$ cat src/rtl/logic_unit_seq.sv
// Multi-cycle bitwise logic unit: applies one of eight logic ops to WIDTH-bit operands,
// SLICE bits per clock (LSB slice first), with a start/busy/done handshake and zero/parity flags.
module logic_unit_seq #(
    parameter int WIDTH = 32,
    parameter int SLICE = 8
) (
    input  logic             clk,
    input  logic             reset,
    input  logic             start,
    input  logic [2:0]       op,
    input  logic [WIDTH-1:0] a,
    input  logic [WIDTH-1:0] b,
    output logic [WIDTH-1:0] result,
    output logic             zero,
    output logic             parity,
    output logic             busy,
    output logic             done
);
    localparam int NSLICE = WIDTH / SLICE;
    localparam int IDXW   = (NSLICE > 1) ? $clog2(NSLICE) : 1;

    typedef enum logic [1:0] {
        ST_IDLE = 2'd0,
        ST_RUN  = 2'd1,
        ST_DONE = 2'd2
    } state_t;

    state_t            r_state;
    state_t            w_state_next;
    logic [WIDTH-1:0]  r_a;
    logic [WIDTH-1:0]  r_b;
    logic [2:0]        r_op;
    logic [IDXW-1:0]   r_idx;
    logic [WIDTH-1:0]  r_result;
    logic              r_zero;
    logic              r_parity;
    logic              r_busy;
    logic              r_done;

    logic              w_accept;
    logic              w_last;
    logic [SLICE-1:0]  w_a_slice;
    logic [SLICE-1:0]  w_b_slice;
    logic [SLICE-1:0]  w_slice_res;
    logic [WIDTH-1:0]  w_result_next;

    // start is only honoured outside RUN, so a DONE cycle with start=1 chains the next op
    assign w_accept  = start && (r_state != ST_RUN);
    assign w_last    = (r_idx == IDXW'(NSLICE - 1));
    assign w_a_slice = r_a[r_idx*SLICE +: SLICE];
    assign w_b_slice = r_b[r_idx*SLICE +: SLICE];

    always_comb begin
        w_slice_res = w_b_slice;
        case (r_op)
            3'b000:  w_slice_res = w_a_slice & w_b_slice;
            3'b001:  w_slice_res = w_a_slice | w_b_slice;
            3'b010:  w_slice_res = w_a_slice ^ w_b_slice;
            3'b011:  w_slice_res = ~(w_a_slice | w_b_slice);
            3'b100:  w_slice_res = ~(w_a_slice ^ w_b_slice);
            3'b101:  w_slice_res = ~(w_a_slice & w_b_slice);
            3'b110:  w_slice_res = ~w_a_slice;
            default: w_slice_res = w_b_slice;
        endcase
    end

    // Only the slice selected by r_idx is replaced; the rest keep their current value
    genvar gi;
    generate
        for (gi = 0; gi < NSLICE; gi++) begin : g_slice
            assign w_result_next[gi*SLICE +: SLICE] =
                (r_idx == IDXW'(gi)) ? w_slice_res : r_result[gi*SLICE +: SLICE];
        end
    endgenerate

    always_comb begin
        w_state_next = r_state;
        case (r_state)
            ST_IDLE: if (start) w_state_next = ST_RUN;
            ST_RUN:  if (w_last) w_state_next = ST_DONE;
            ST_DONE: w_state_next = start ? ST_RUN : ST_IDLE;
            default: w_state_next = ST_IDLE;
        endcase
    end

    always_ff @(posedge clk) begin
        if (reset) begin
            r_state  <= ST_IDLE;
            r_a      <= '0;
            r_b      <= '0;
            r_op     <= '0;
            r_idx    <= '0;
            r_result <= '0;
            r_zero   <= 1'b0;
            r_parity <= 1'b0;
            r_busy   <= 1'b0;
            r_done   <= 1'b0;
        end else begin
            r_state <= w_state_next;
            r_busy  <= (w_state_next == ST_RUN);
            r_done  <= (w_state_next == ST_DONE);
            if (w_accept) begin
                r_a      <= a;
                r_b      <= b;
                r_op     <= op;
                r_idx    <= '0;
                r_result <= '0;
            end else if (r_state == ST_RUN) begin
                r_result <= w_result_next;
                if (w_last) begin
                    r_zero   <= ~|w_result_next;
                    r_parity <= ^w_result_next;
                end else begin
                    r_idx <= r_idx + IDXW'(1);
                end
            end
        end
    end

    assign result = r_result;
    assign zero   = r_zero;
    assign parity = r_parity;
    assign busy   = r_busy;
    assign done   = r_done;
endmodule

$ cat config.mk
export PLATFORM = sky130hd
export DESIGN_NAME = logic_unit_seq
export DESIGN_NICKNAME = d
export VERILOG_FILES = /design/src/rtl/logic_unit_seq.sv
export SDC_FILE = /design/constraint.sdc
export NUM_CORES = 1
export LEC_CHECK = 0
export BUFFER_PORTS_ARGS = -buffer_cell sky130_fd_sc_hd__buf_2
export CORE_AREA = 2 2 110 91
export CTS_BUF_LIST = sky130_fd_sc_hd__clkbuf_8
export DETAILED_ROUTE_END_ITERATION = 7
export DIE_AREA = 0 0 112 93
export PLACE_DENSITY_LB_ADDON = 0.2
export SLEW_MARGIN = 20
export SYNTH_ARGS = -nofsm -noshare
export SYNTH_HDL_FRONTEND = slang
export SYNTH_SLANG_ARGS = --single-unit
$ cat constraint.sdc
create_clock -name clk -period 9.3 [get_ports clk]
set_input_delay 1.86 -clock clk [delete_from_list [all_inputs] [get_ports clk]]
set_output_delay 1.86 -clock clk [all_outputs]
set_load 0.02 [all_outputs]
==> flow_metrics.env, run 1 <==
export IMPL_grt_pass1_vias=4747
export IMPL_drv_cap=0
export IMPL_r2r_setup_slack_ps=5050
export IMPL_rows=32
export IMPL_fp_dieW_microns=112
export IMPL_p_switching_mw=0.3060
export IMPL_cts_sinks=107
export IMPL_antenna_found_initial=0
export IMPL_crit_required_ps=9590
export IMPL_grtUsageTotal=0.2780
export IMPL_crit_path_start="r_idx[1]"
export IMPL_syn_nets=737
export IMPL_ys_types=34
export IMPL_worstReg2RegStart="r_idx[1]"
export IMPL_firstDrtPassIters=5
export IMPL_arrival_ps=4540
export IMPL_ir_drop_mv=0.09441
export IMPL_netlist_area_sq_um=5667
export IMPL_start_kind="flip-flop"
export IMPL_io_pins=106
export IMPL_htree_levels=3
export IMPL_initial_core_util=0.6048
export IMPL_synthArstFlopShare=0
export IMPL_post_route_period_util=0.4567
export IMPL_cp_end_kind="flip-flop"
export IMPL_fin_skew_ps=9.988
export IMPL_port_buffers=105
export IMPL_cts_setup_buffers=0
export IMPL_drtIter0Drc=271
export IMPL_hold_buffers=0
export IMPL_totalPowerFinal_mw=1.008
export IMPL_avgSynthCellArea_sq_um=8.980
export IMPL_finalSetupTns_ps=0
export IMPL_synth_most_common_cell="nand2_1"
export IMPL_wl_per_cell_microns=16.99
export IMPL_synthToLayoutAreaGrowth_pct=11.88
export IMPL_drt_total_wl_mm=14.05
export IMPL_cts_repair_resized=0
export IMPL_p_comb_frac=0.224
export IMPL_post_route_min_period_ps=4247
export IMPL_hold_violations=0
export IMPL_synth_edf_count=0
export IMPL_numCtsBuffers=9
export IMPL_path_class="reg2reg"
export IMPL_grt_overflow=0
export IMPL_viasPerCell=5.867
export IMPL_layout_drive_gt1_share=0.2090
export IMPL_max_freq_ghz=0.2354
export IMPL_dp_hpwl_mm=9.927
export IMPL_grt_pass1_wl_mm=23.22
export IMPL_maxSlewViolCount=0
export IMPL_cts_tree="yes"
export IMPL_final_area_sq_um=6340
export IMPL_holdWs_ps=458.5
export IMPL_seqPwrFrac=0.492
export IMPL_wl_met3_microns=964
export IMPL_synth_commonest_cells="140 x nand2_1, 107 x dfxtp_1, 81 x a21oi_1"
export IMPL_antenna_cells=0
export IMPL_cts_buffer_depth=2
export IMPL_detail_route_antenna_nets=0
export IMPL_rsz0062_at_grt="no"
export IMPL_pwr_share_clk=0.283
export IMPL_setup_viol=0
export IMPL_power_density_nw_per_um2=159.0
export IMPL_hold_path_class="reg2reg"
export IMPL_worst_r2r_cell_count=14
export IMPL_sw_frac_of_total=0.3036
export IMPL_synth_top_flop_cell="dfxtp_1"
export IMPL_tightest_slew_ps=1099
export IMPL_cts_root_buf="clkbuf_8"
export IMPL_core_sq_um=9369
export IMPL_synth_yosys_seq_area_share=0.3780
export IMPL_placed_cell_area_sq_um=6148
export IMPL_nets=810
export IMPL_highest_signal_layer="met4"
export IMPL_slew_headroom=0.2665
export IMPL_routed_wl_met2_mm=6.601
export IMPL_die_h_microns=93
export IMPL_dpl_worst_slack_ps=5143
export IMPL_die_area_sq_um=10420
export IMPL_synthCells=631
export IMPL_crit_end="parity"
export IMPL_p_int_mw=0.7018
export IMPL_synth_area_leaders="dfxtp_1 38%, nand2_1 9.3%, ha_1 7.9%"
export IMPL_insertion_delay_ps=380
export IMPL_vias=4852
export IMPL_drt_met1_wl_mm=6.278
export IMPL_drc_errors=0
export IMPL_yosysTopAreaCell="dfxtp_1"
export IMPL_status="completed"
export IMPL_regToRegEndpoint="parity"
export IMPL_cp_max_fo=20
export IMPL_grt_max_degree=77
export IMPL_ys_ff_latch=107
export IMPL_clkTransAtPathRegs_ps=100
export IMPL_netlist_area_leader_share=0.3780
export IMPL_globalplace_congestion=0.8467
export IMPL_setup_ws_ps=5053
export IMPL_leakagePower_nw=2.603
export IMPL_yosysWarnings=0
[registers in the layout (all words and copies together) (netlist names)]
| register | flops |
|---|---|
| busy | 1 |
| done | 1 |
| parity | 1 |
| r_a | 32 |
| r_b | 32 |
| r_idx | 2 |
| r_op | 3 |
| r_state | 2 |
| result | 32 |
| zero | 1 |
[how the worst min path moves through the flow]
stage	start	to	slack (ps)	cells past startpoint
global placement	r_a[11]	r_a[11]	440	2
CTS	r_b[31]	r_b[31]	460	2
detailed placement	r_b[31]	r_b[31]	450	2
global route	r_b[8]	r_b[8]	480	2
floorplan	r_a[9]	r_a[9]	430	2
finish	r_a[9]	r_a[9]	460	2
[layout by cell type, fill, tap and decap left out, drive strengths merged, types with 9 or more instances in the layout]
cell type | synthesis | routed
nand2 | 140 | 140
dfxtp | 107 | 107
buf | 17 | 107
a21oi | 81 | 81
ha | 36 | 36
mux2i | 32 | 32
nor2 | 25 | 25
a22o | 24 | 24
inv | 21 | 24
xnor2 | 22 | 22
mux4 | 16 | 16
a211oi | 9 | 9
o21ai | 9 | 9
clkbuf | 28 | 9
[logic make-up (layout without fill, tap and decap cells)]
family,Yosys count,count (layout),share of synthesized area
simple gates,195,195,0.1484
buf+inv,66,143,0.05211
xor+xnor,24,24,0.03709
fa+ha+maj,36,36,0.07949
compound gates,155,155,0.1841
mux,48,48,0.1208
flops,107,107,0.3780
[per-layer routing]
metal | up-vias | track usage
met4 | 0 | 0.07825
li1 | 2346 | -
met5 | - | 0
met3 | 20 | 0.05703
met1 | 2319 | 0.3830
met2 | 167 | 0.4485
[stage by stage]
step | util | std cells
after CTS | 0.6765 | 827
after detailed placement | 0.6563 | 812
after global placement | 0.6557 | 812
after global routing | 0.6767 | 827
after floorplan | - | 631
final | 0.6767 | 827
[worst max-delay path, cell delays in order, from the launching register on]
cell and delay (ps):
dfxtp_1 1060, mux4_2 650, inv_1 90, ha_1 240
nand3b_1 90, o211ai_1 120, a211oi_1 240, o22a_2 310
mux2i_1 120, ha_1 360, xor2_1 160, xnor2_1 210
xnor2_1 160, xnor2_1 90, a211oi_1 230
[layout make-up]
class                           instances  area [sq um]
Multi-Input combinational cell        458          3239
Fill cell                             796          3029
Sequential cell                       107          2142
Timing Repair Buffer                  107         540.5
Tap cell                              119         148.9
Clock buffer                            9         123.9
Inverter                               21         78.83
Clock inverter                          6         66.31
[power by group through the flow]
stage,logic (mW),registers (mW),clock network [mW]
floorplan,0.170,0.500,0
global placement,0.215,0.505,0
detailed placement,0.222,0.506,0
CTS,0.224,0.496,0.289
global route,0.248,0.499,0.308
finish,0.226,0.496,0.286
(Power assumes the default switching activity.)
==> inputs of run 2 (changes only) <==
CORE_AREA = 2 2 120 99   (was 2 2 110 91)
DIE_AREA = 0 0 122 101   (was 0 0 112 93)
clock period = 3.58 ns   (was 9.3 ns; I/O delays follow)
==> run 2 against run 1 <==
  * Clock skew is 3.8 ps higher
  * Flip-flop and latch count stayed put
  * Fmax is 22% higher
  * Setup slack worse by 5000 ps
  * Sequential power grew to 2.6 times the previous value
  * Combinational power grew to 2.9 times the previous value
  * Highest routed layer unchanged
==> flow_metrics.env, run 2 (same netlist as run 1, synthesis figures left out) <==
export IMPL_cp_end_kind="flip-flop"
export IMPL_die_area_sq_um=12320
export IMPL_antenna_cells=0
export IMPL_detail_route_antenna_nets=0
export IMPL_post_route_min_period_ps=3482
export IMPL_stdcell_count=880
export IMPL_port_buffers=105
export IMPL_drtIter0Drc=280
export IMPL_fin_skew_ps=13.75
export IMPL_holdWs_ps=459.7
export IMPL_tightest_slew_ps=1016
export IMPL_cts_tree="yes"
export IMPL_globalplace_congestion=0.9570
export IMPL_power_density_nw_per_um2=409.7
export IMPL_cp_max_fo=8
export IMPL_grt_overflow=0
export IMPL_ir_drop_mv=0.2011
export IMPL_fp_dieW_microns=122
export IMPL_cts_buffer_depth=2
export IMPL_finalSetupTns_ps=0
export IMPL_path_class="reg2reg"
export IMPL_setup_viol=0
export IMPL_setup_ws_ps=97.58
export IMPL_die_h_microns=101
export IMPL_synthToLayoutAreaGrowth_pct=18.86
export IMPL_rows=35
export IMPL_start_kind="flip-flop"
export IMPL_grt_max_degree=68
export IMPL_crit_required_ps=3890
export IMPL_drv_cap=0
export IMPL_hold_violations=0
export IMPL_crit_path_start="r_idx[0]"
export IMPL_core_sq_um=11170
export IMPL_worstReg2RegStart="r_idx[0]"
export IMPL_io_pins=106
export IMPL_arrival_ps=3790
export IMPL_drc_errors=0
export IMPL_wl_per_cell_microns=17.34
export IMPL_initial_core_util=0.5075
export IMPL_firstDrtPassIters=5
export IMPL_clkTransAtPathRegs_ps=110
export IMPL_nets=833
export IMPL_numCtsBuffers=9
export IMPL_dp_cells=856
export IMPL_cts_root_buf="clkbuf_8"
export IMPL_final_cell_mix="139 x nand2_1, 105 x dfxtp_1, 105 x buf_2"
export IMPL_grtUsageTotal=0.2552
export IMPL_post_route_period_util=0.9727
export IMPL_dp_hpwl_mm=11.05
export IMPL_htree_levels=3
export IMPL_leakagePower_nw=2.772
export IMPL_drt_total_wl_mm=15.26
export IMPL_layout_cells_most_common="nand2_1"
export IMPL_final_util=0.6031
export IMPL_antenna_found_initial=0
export IMPL_grt_pass1_vias=4948
export IMPL_vias=4940
export IMPL_totalPowerFinal_mw=2.760
export IMPL_placed_cell_area_sq_um=6330
export IMPL_status="completed"
export IMPL_viasPerCell=5.614
export IMPL_hold_buffers=0
export IMPL_cts_sinks=107
export IMPL_grt_pass1_wl_mm=24.53
export IMPL_max_freq_ghz=0.2872
export IMPL_slew_headroom=0.3210
export IMPL_insertion_delay_ps=380
export IMPL_rsz0062_at_grt="yes"
export IMPL_final_area_sq_um=6735
export IMPL_layout_drive_gt1_share=0.2678
export IMPL_dpl_worst_slack_ps=-150.2
export IMPL_maxSlewViolCount=0
export IMPL_hp_start="zero"
export IMPL_hold_path_class="reg2reg"
-- run 2: cell types whose count changed in the layout (fill, tap and decap cells not counted), sizes merged --
cell,before,now
buf,107,130
clkbuf,9,12
clkinv,1,2
clkinvlp,1,0
inv,24,22
-- run 2: metal layers --
layer | track usage | up-vias | wire length [microns]
met2 | 0.4186 | 146 | 7276
met5 | 0 | - | 0
met4 | 0.07427 | 0 | 258
met3 | 0.04695 | 19 | 684
li1 | - | 2396 | -
met1 | 0.3453 | 2379 | 7037
-- run 2: report_power, final --
| part | switching, mW | internal (mW) | total (mW) |
|---|---|---|---|
| Sequential | 0.0375 | 1.24 | 1.28 |
| Clock | 0.426 | 0.386 | 0.813 |
| Combinational | 0.362 | 0.304 | 0.666 |
-- run 2: path summary, 6_finish.rpt --
kind | end | slack (ps) | cells after the start
worst min-delay path | zero | 460 | 2
worst max-delay path | parity | 100 | 14
worst min register to register | zero | 460 | 2
worst max register to register | parity | 100 | 14
-- run 2: layout make-up --
class                   count  area [sq um]
fillers                   969          4432
multi-input cells         458          3337
flip-flops and latches    107          2150
repair buffers            130         763.2
well taps                 148         185.2
clock buffers              12         165.2
inverters                  21         78.83
clock inverters             4         56.30
-- run 2: critical path, cell delays in order (launching register included) --
cell      delay, ps
dfxtp_4         400
buf_12          140
mux4_2          560
inv_1           100
ha_1            250
o211ai_1        270
a211oi_2         70
o22a_4          330
mux2i_1         180
ha_1            280
xnor2_2         160
xnor2_2         160
xnor2_1         210
xnor2_1         100
a211oi_1        180
-- run 2: what timing repair did --
item | in CTS | in global routing
cloned | 0 | 0
setup buffers | 2 | 6
gates resized for setup | 9 | 19
pin swaps | 3 | 29
setup endpoints to repair | 1 | 1
